==> src/rtl/ram_arbiter_if.sv <==
// Bus bundle between two requesters, the arbiter and a single-port-per-direction RAM.
// The arbiter takes the slave view; a requester/RAM model takes the master view.
interface ram_arbiter_if #(
    parameter int RAM_WIDTH = 64,
    parameter int ADDR_SIZE = 12
);
    logic                 req0;
    logic                 req1;
    logic                 we0;
    logic                 we1;
    logic [ADDR_SIZE-1:0] addr0;
    logic [ADDR_SIZE-1:0] addr1;
    logic [RAM_WIDTH-1:0] wdata0;
    logic [RAM_WIDTH-1:0] wdata1;
    logic                 gnt0;
    logic                 gnt1;
    logic                 rvalid0;
    logic                 rvalid1;
    logic [RAM_WIDTH-1:0] rdata;
    logic [RAM_WIDTH-1:0] ram_data_in;
    logic [ADDR_SIZE-1:0] ram_wr_address;
    logic [ADDR_SIZE-1:0] ram_rd_address;
    logic                 ram_write;
    logic                 ram_read;
    logic [RAM_WIDTH-1:0] ram_data_out;

    modport slave (
        input  req0, req1, we0, we1, addr0, addr1, wdata0, wdata1, ram_data_out,
        output gnt0, gnt1, rvalid0, rvalid1, rdata,
               ram_data_in, ram_wr_address, ram_rd_address, ram_write, ram_read
    );

    modport master (
        output req0, req1, we0, we1, addr0, addr1, wdata0, wdata1, ram_data_out,
        input  gnt0, gnt1, rvalid0, rvalid1, rdata,
               ram_data_in, ram_wr_address, ram_rd_address, ram_write, ram_read
    );
endinterface

==> src/rtl/ram_arbiter.sv <==
// Two-requester RAM arbiter: independent round-robin write and read classes,
// registered RAM commands, and a read-return pipeline with write-to-read bypass.
module ram_arbiter #(
    parameter int RAM_WIDTH  = 64,
    parameter int ADDR_SIZE  = 12,
    parameter int RD_LATENCY = 1
) (
    input  logic          clk,
    input  logic          rst,
    ram_arbiter_if.slave  bus
);

    typedef struct packed {
        logic                 vld;
        logic                 id;
        logic                 byp;
        logic [RAM_WIDTH-1:0] bdata;
    } rd_slot_t;

    logic wr_req0, wr_req1, rd_req0, rd_req1;
    logic wr_gnt0, wr_gnt1, rd_gnt0, rd_gnt1;

    // Id of the requester granted most recently in each class.
    logic wr_last_q, wr_last_d;
    logic rd_last_q, rd_last_d;

    logic                 ram_write_q, ram_write_d;
    logic [ADDR_SIZE-1:0] ram_wr_address_q, ram_wr_address_d;
    logic [RAM_WIDTH-1:0] ram_data_in_q, ram_data_in_d;
    logic                 ram_read_q, ram_read_d;
    logic [ADDR_SIZE-1:0] ram_rd_address_q, ram_rd_address_d;
    logic                 rd_id_q, rd_id_d;

    rd_slot_t             rd_pipe_q [RD_LATENCY];
    rd_slot_t             rd_pipe_d [RD_LATENCY];
    rd_slot_t             rd_entry;
    rd_slot_t             rd_ret;

    logic [RAM_WIDTH-1:0] rdata_q, rdata_d;

    always_comb begin
        wr_req0 = bus.req0 & bus.we0;
        wr_req1 = bus.req1 & bus.we1;
        rd_req0 = bus.req0 & ~bus.we0;
        rd_req1 = bus.req1 & ~bus.we1;

        wr_gnt0 = ~rst & wr_req0 & (~wr_req1 | wr_last_q);
        wr_gnt1 = ~rst & wr_req1 & (~wr_req0 | ~wr_last_q);
        rd_gnt0 = ~rst & rd_req0 & (~rd_req1 | rd_last_q);
        rd_gnt1 = ~rst & rd_req1 & (~rd_req0 | ~rd_last_q);

        wr_last_d = wr_last_q;
        if (wr_gnt1)      wr_last_d = 1'b1;
        else if (wr_gnt0) wr_last_d = 1'b0;

        rd_last_d = rd_last_q;
        if (rd_gnt1)      rd_last_d = 1'b1;
        else if (rd_gnt0) rd_last_d = 1'b0;
    end

    // Command stage: accepted commands become RAM strobes one cycle later.
    always_comb begin
        ram_write_d      = wr_gnt0 | wr_gnt1;
        ram_wr_address_d = ram_wr_address_q;
        ram_data_in_d    = ram_data_in_q;
        if (ram_write_d) begin
            ram_wr_address_d = wr_gnt1 ? bus.addr1  : bus.addr0;
            ram_data_in_d    = wr_gnt1 ? bus.wdata1 : bus.wdata0;
        end

        ram_read_d       = rd_gnt0 | rd_gnt1;
        ram_rd_address_d = ram_rd_address_q;
        rd_id_d          = rd_id_q;
        if (ram_read_d) begin
            ram_rd_address_d = rd_gnt1 ? bus.addr1 : bus.addr0;
            rd_id_d          = rd_gnt1;
        end
    end

    always_ff @(posedge clk) begin
        if (rst) begin
            wr_last_q        <= 1'b1;
            rd_last_q        <= 1'b1;
            ram_write_q      <= 1'b0;
            ram_wr_address_q <= '0;
            ram_data_in_q    <= '0;
            ram_read_q       <= 1'b0;
            ram_rd_address_q <= '0;
            rd_id_q          <= 1'b0;
            rdata_q          <= '0;
        end else begin
            wr_last_q        <= wr_last_d;
            rd_last_q        <= rd_last_d;
            ram_write_q      <= ram_write_d;
            ram_wr_address_q <= ram_wr_address_d;
            ram_data_in_q    <= ram_data_in_d;
            ram_read_q       <= ram_read_d;
            ram_rd_address_q <= ram_rd_address_d;
            rd_id_q          <= rd_id_d;
            rdata_q          <= rdata_d;
        end
    end

    // Return pipeline: a read issued this cycle carries the colliding write data along.
    always_comb begin
        rd_entry.vld   = ram_read_q;
        rd_entry.id    = rd_id_q;
        rd_entry.byp   = ram_write_q & ram_read_q & (ram_wr_address_q == ram_rd_address_q);
        rd_entry.bdata = ram_data_in_q;
    end

    assign rd_pipe_d[0] = rst ? '0 : rd_entry;

    for (genvar g = 1; g < RD_LATENCY; g++) begin : g_shift
        assign rd_pipe_d[g] = rst ? '0 : rd_pipe_q[g-1];
    end

    always_ff @(posedge clk) begin
        rd_pipe_q <= rd_pipe_d;
    end

    assign rd_ret = rd_pipe_q[RD_LATENCY-1];

    always_comb begin
        rdata_d = rdata_q;
        if (rd_ret.vld) rdata_d = rd_ret.byp ? rd_ret.bdata : bus.ram_data_out;
    end

    assign bus.gnt0           = wr_gnt0 | rd_gnt0;
    assign bus.gnt1           = wr_gnt1 | rd_gnt1;
    assign bus.rvalid0        = rd_ret.vld & ~rd_ret.id;
    assign bus.rvalid1        = rd_ret.vld & rd_ret.id;
    assign bus.rdata          = rdata_d;
    assign bus.ram_write      = ram_write_q;
    assign bus.ram_wr_address = ram_wr_address_q;
    assign bus.ram_data_in    = ram_data_in_q;
    assign bus.ram_read       = ram_read_q;
    assign bus.ram_rd_address = ram_rd_address_q;

endmodule

==> src/flat_wrapper.sv <==
// flat-port wrapper written by rule: the top's interface ports become plain ports
module ram_arbiter_flat 
#(
    parameter int RAM_WIDTH  = 64,
    parameter int ADDR_SIZE  = 12,
    parameter int RD_LATENCY = 1
)
  (clk, rst, bus_req0, bus_req1, bus_we0, bus_we1, bus_addr0, bus_addr1, bus_wdata0, bus_wdata1, bus_ram_data_out, bus_gnt0, bus_gnt1, bus_rvalid0, bus_rvalid1, bus_rdata, bus_ram_data_in, bus_ram_wr_address, bus_ram_rd_address, bus_ram_write, bus_ram_read);
  ram_arbiter_if #(.RAM_WIDTH(RAM_WIDTH), .ADDR_SIZE(ADDR_SIZE)) bus_i ();
  input  logic clk;
  input  logic rst;
  input wire logic [$bits(bus_i.req0)-1:0] bus_req0;
  input wire logic [$bits(bus_i.req1)-1:0] bus_req1;
  input wire logic [$bits(bus_i.we0)-1:0] bus_we0;
  input wire logic [$bits(bus_i.we1)-1:0] bus_we1;
  input wire logic [$bits(bus_i.addr0)-1:0] bus_addr0;
  input wire logic [$bits(bus_i.addr1)-1:0] bus_addr1;
  input wire logic [$bits(bus_i.wdata0)-1:0] bus_wdata0;
  input wire logic [$bits(bus_i.wdata1)-1:0] bus_wdata1;
  input wire logic [$bits(bus_i.ram_data_out)-1:0] bus_ram_data_out;
  output wire logic [$bits(bus_i.gnt0)-1:0] bus_gnt0;
  output wire logic [$bits(bus_i.gnt1)-1:0] bus_gnt1;
  output wire logic [$bits(bus_i.rvalid0)-1:0] bus_rvalid0;
  output wire logic [$bits(bus_i.rvalid1)-1:0] bus_rvalid1;
  output wire logic [$bits(bus_i.rdata)-1:0] bus_rdata;
  output wire logic [$bits(bus_i.ram_data_in)-1:0] bus_ram_data_in;
  output wire logic [$bits(bus_i.ram_wr_address)-1:0] bus_ram_wr_address;
  output wire logic [$bits(bus_i.ram_rd_address)-1:0] bus_ram_rd_address;
  output wire logic [$bits(bus_i.ram_write)-1:0] bus_ram_write;
  output wire logic [$bits(bus_i.ram_read)-1:0] bus_ram_read;
  assign bus_i.req0 = bus_req0;
  assign bus_i.req1 = bus_req1;
  assign bus_i.we0 = bus_we0;
  assign bus_i.we1 = bus_we1;
  assign bus_i.addr0 = bus_addr0;
  assign bus_i.addr1 = bus_addr1;
  assign bus_i.wdata0 = bus_wdata0;
  assign bus_i.wdata1 = bus_wdata1;
  assign bus_i.ram_data_out = bus_ram_data_out;
  assign bus_gnt0 = bus_i.gnt0;
  assign bus_gnt1 = bus_i.gnt1;
  assign bus_rvalid0 = bus_i.rvalid0;
  assign bus_rvalid1 = bus_i.rvalid1;
  assign bus_rdata = bus_i.rdata;
  assign bus_ram_data_in = bus_i.ram_data_in;
  assign bus_ram_wr_address = bus_i.ram_wr_address;
  assign bus_ram_rd_address = bus_i.ram_rd_address;
  assign bus_ram_write = bus_i.ram_write;
  assign bus_ram_read = bus_i.ram_read;
  ram_arbiter #(.RAM_WIDTH(RAM_WIDTH), .ADDR_SIZE(ADDR_SIZE), .RD_LATENCY(RD_LATENCY)) u_core (.clk(clk), .rst(rst), .bus(bus_i));
endmodule
==> config.mk <==
export PLATFORM = sky130hd
export DESIGN_NAME = ram_arbiter_flat
export DESIGN_NICKNAME = d
export VERILOG_FILES = /design/src/rtl/ram_arbiter_if.sv /design/src/rtl/ram_arbiter.sv /design/src/flat_wrapper.sv
export SDC_FILE = /design/constraint.sdc
export NUM_CORES = 1
export LEC_CHECK = 0
export BUFFER_PORTS_ARGS = -buffer_cell sky130_fd_sc_hd__buf_4
export CORE_AREA = 2 2 152 154
export DETAILED_ROUTE_END_ITERATION = 10
export DIE_AREA = 0 0 154 156
export PLACE_DENSITY = 0.77
export SKIP_CTS_REPAIR_TIMING = 1
export SYNTH_ARGS = -nofsm -noshare
export SYNTH_HDL_FRONTEND = slang
export SYNTH_SLANG_ARGS = --single-unit
==> constraint.sdc <==
create_clock -name clk -period 1.33 [get_ports clk]
set_input_delay 0.266 -clock clk [delete_from_list [all_inputs] [get_ports clk]]
set_output_delay 0.266 -clock clk [all_outputs]
set_load 0.005 [all_outputs]
==> results.sh <==
export IMPL_place_congestion=0.895
export IMPL_worstMarginPinSlew_ns=0.295
export IMPL_synthDistinctLibCells=32
export IMPL_vias=9566
export IMPL_firstDrtPassIters=5
export IMPL_violations="negative setup slack"
export IMPL_ys_seq_elements=224
export IMPL_hold_viol_final=0
export IMPL_drive_gt1_share_pct=43.4
export IMPL_status="finished, violations left"
export IMPL_cts_sinks=224
export IMPL_antenna_found_initial=0
export IMPL_portBuffers=379
export IMPL_cp_end_kind="output pin"
export IMPL_grt_pass1_wl_mm=48.8
export IMPL_rsz0062_at_grt="true"
export IMPL_core_area_mm2=0.0224
export IMPL_syn_nets=1337
export IMPL_async_reset_ff_share_pct=0
export IMPL_ctsRootBufferMaster="clkbuf_16"
export IMPL_final_setup_viol_count=79
export IMPL_maxCapViolCount=0
export IMPL_grt_max_degree=67
export IMPL_die_y_um=156
export IMPL_grt_pass1_vias=9039
export IMPL_synth_cells=1115
export IMPL_syn_area_per_cell_um2=8.94
export IMPL_syn_area_mm2=0.00997
export IMPL_nets=1673
export IMPL_critical_path_required_ns=1.06
export IMPL_synth_warnings=0
export IMPL_clock_path_buffers=3
export IMPL_setup_ws_ns=-0.686
export IMPL_finalInstanceArea_mm2=0.0147
export IMPL_synth_top_cells_by_area="dfxtp_1 45%, nor2b_1 8.3%, mux2i_1 6.4%"
export IMPL_areaGrowthSynthToFinish_pct=47.3
export IMPL_ant_nets=0
export IMPL_p_per_area_mw_per_mm2=1210
export IMPL_cp_max_fo=6
export IMPL_die_x_um=154
export IMPL_post_synth_top_count_cell="dfxtp_1"
export IMPL_synth_largest_area_cell="dfxtp_1"
export IMPL_worst_hold_path_type="primary input to register"
export IMPL_setup_tns_final_ns=-39.07
export IMPL_hp_start="bus_wdata1[52]"
export IMPL_synth_top_cell_area_share_pct=45.0
export IMPL_critPathLaunch="u_core.rd_pipe_q[66]$_SDFF_PP0_"
export IMPL_wl_per_cell_um=19.8
export IMPL_insertion_delay_ns=0.52
export IMPL_final_cell_count_no_fill=1755
export IMPL_core_rowCount=55
export IMPL_grt_total_usage_pct=25.2
export IMPL_placedCellCount=1671
export IMPL_worst_slew_margin_rel_pct=80.3
export IMPL_place_ws_ns=-0.0875
export IMPL_fin_crit_ns=2.02
export IMPL_first_iter_violations=612
export IMPL_setup_worst_path_start_class="register"
export IMPL_yosysSeqAreaShare_pct=45.0
export IMPL_drc_errors=0
export IMPL_overflow=0
export IMPL_hold_ws_ns=0.0175
export IMPL_crit_arrival_ns=1.75
export IMPL_avgViaCountPerCell=5.45
export IMPL_die_area_mm2=0.0240
export IMPL_cts_tree="done"
export IMPL_synth_edff_count=0
export IMPL_cts_htree_levels=1
export IMPL_clk_pin_slew_ns=0.07
export IMPL_path_class="register to output pin"
export IMPL_drv_slew=0
export IMPL_routed_wl_mm=34.8
export IMPL_fin_skew_ns=0.0101
export IMPL_numCtsBuffers=25
export IMPL_max_freq_ghz=0.496
export IMPL_diodes=0
export IMPL_start_util_pct=44.6
export IMPL_fin_crit_sh_pct=152
export IMPL_ys_flop_type="dfxtp_1"
export IMPL_place_area_mm2=0.0130
export IMPL_leakage_nw=6.17
export IMPL_dp_final_hpwl_mm=22.5
export IMPL_ioPinCount=380
export IMPL_synth_commonest_cells="224 x dfxtp_1, 133 x nor2b_1, 79 x nand3_1"
export IMPL_r2r_start="u_core.rd_pipe_q[64]$_SDFF_PP0_"
export IMPL_irDropWorstVdd_mv=0.763
## power by group
part	internal [W]	switching [W]
Combinational	0.00181	0.00149
Clock	0.00407	0.00280
Sequential	0.00721	0.000315
Total	0.0131	0.00460
## worst max-delay path: stages, from the launching register on
cell and delay [ns]:
dfxtp_4 0.47, buf_12 0.17, clkbuf_16 0.14, nor2_1 0.05, a21oi_1 0.23, buf_4 0.16
## registers in the layout (all words and copies together) (netlist names)
signal	count
u_core.rd_id_q	1
u_core.bus.ram_wr_address	12
u_core.bus.ram_read	1
u_core.rd_pipe_q	67
u_core.bus.ram_write	1
u_core.bus.ram_data_in	64
u_core.rdata_q	64
u_core.bus.ram_rd_address	12
u_core.rd_last_q	1
u_core.wr_last_q	1
## cells in the final DEF, fill, tap and decap left out, types with 11 or more instances in the layout
cell / instances
nand3_1: 77
xnor2_1: 11
mux2i_1: 51
buf_12: 26
nor4_1: 12
a311oi_1: 11
a21oi_2: 37
a21oi_1: 31
nor2_1: 72
dfxtp_1: 193
o21ai_0: 71
dfxtp_2: 29
o21bai_1: 64
a31oi_1: 54
clkbuf_16: 33
nor2b_1: 127
buf_4: 432
nor3_1: 24
## layer usage
metal | part of all wire (%) | vias up | track usage, % | wire length, um
li1 | - | 4508 | - | -
met1 | 40 | 4536 | 31.2 | 13900
met5 | 0 | - | 0 | 0
met3 | 6.5 | 89 | 4.50 | 2270
met4 | 3.9 | 0 | 11.4 | 1350
met2 | 50 | 433 | 43.0 | 17400
## logic make-up (layout without fill, tap and decap cells)
family	Yosys count	in the layout	synth area share, %
XOR/XNOR	12	12	1.05
buffers and inverters	171	526	10.2
flip-flops	224	224	45.0
AND/OR/NAND/NOR	344	344	18.4
multiplexers	64	64	6.43
AO/OA/AOI/OAI	300	300	18.9
## layout make-up
class	count	area, um2
repair buffers	478	4130
clock buffers	34	699
repair inverters	1	7.51
multi-input cells	720	4830
well taps	285	357
inverters	1	7.51
fillers	1767	7680
flip-flops and latches	224	4530
clock inverters	12	116
## metrics by stage
stage / util [%] / power [W]
final: 65.6 / 0.0177
after global routing: 65.6 / 0.0184
after CTS: 61.6 / 0.0175
after detailed placement: 57.9 / 0.0106
after global placement: 57.9 / 0.0106
after floorplan: - / 0.00911
## final timing paths
check                                            end  slack, ns  cells after the start
max                                    bus_rdata[14]      -0.69                      5
min          u_core.bus.ram_data_in[52]$_SDFFE_PP0P_       0.02                      3
max reg2reg            u_core.rdata_q[37]$_SDFF_PP0_      -0.07                      6
min reg2reg              u_core.rd_id_q$_SDFFE_PP0P_       0.46                      2
Power figures use the tool's default switching activity.
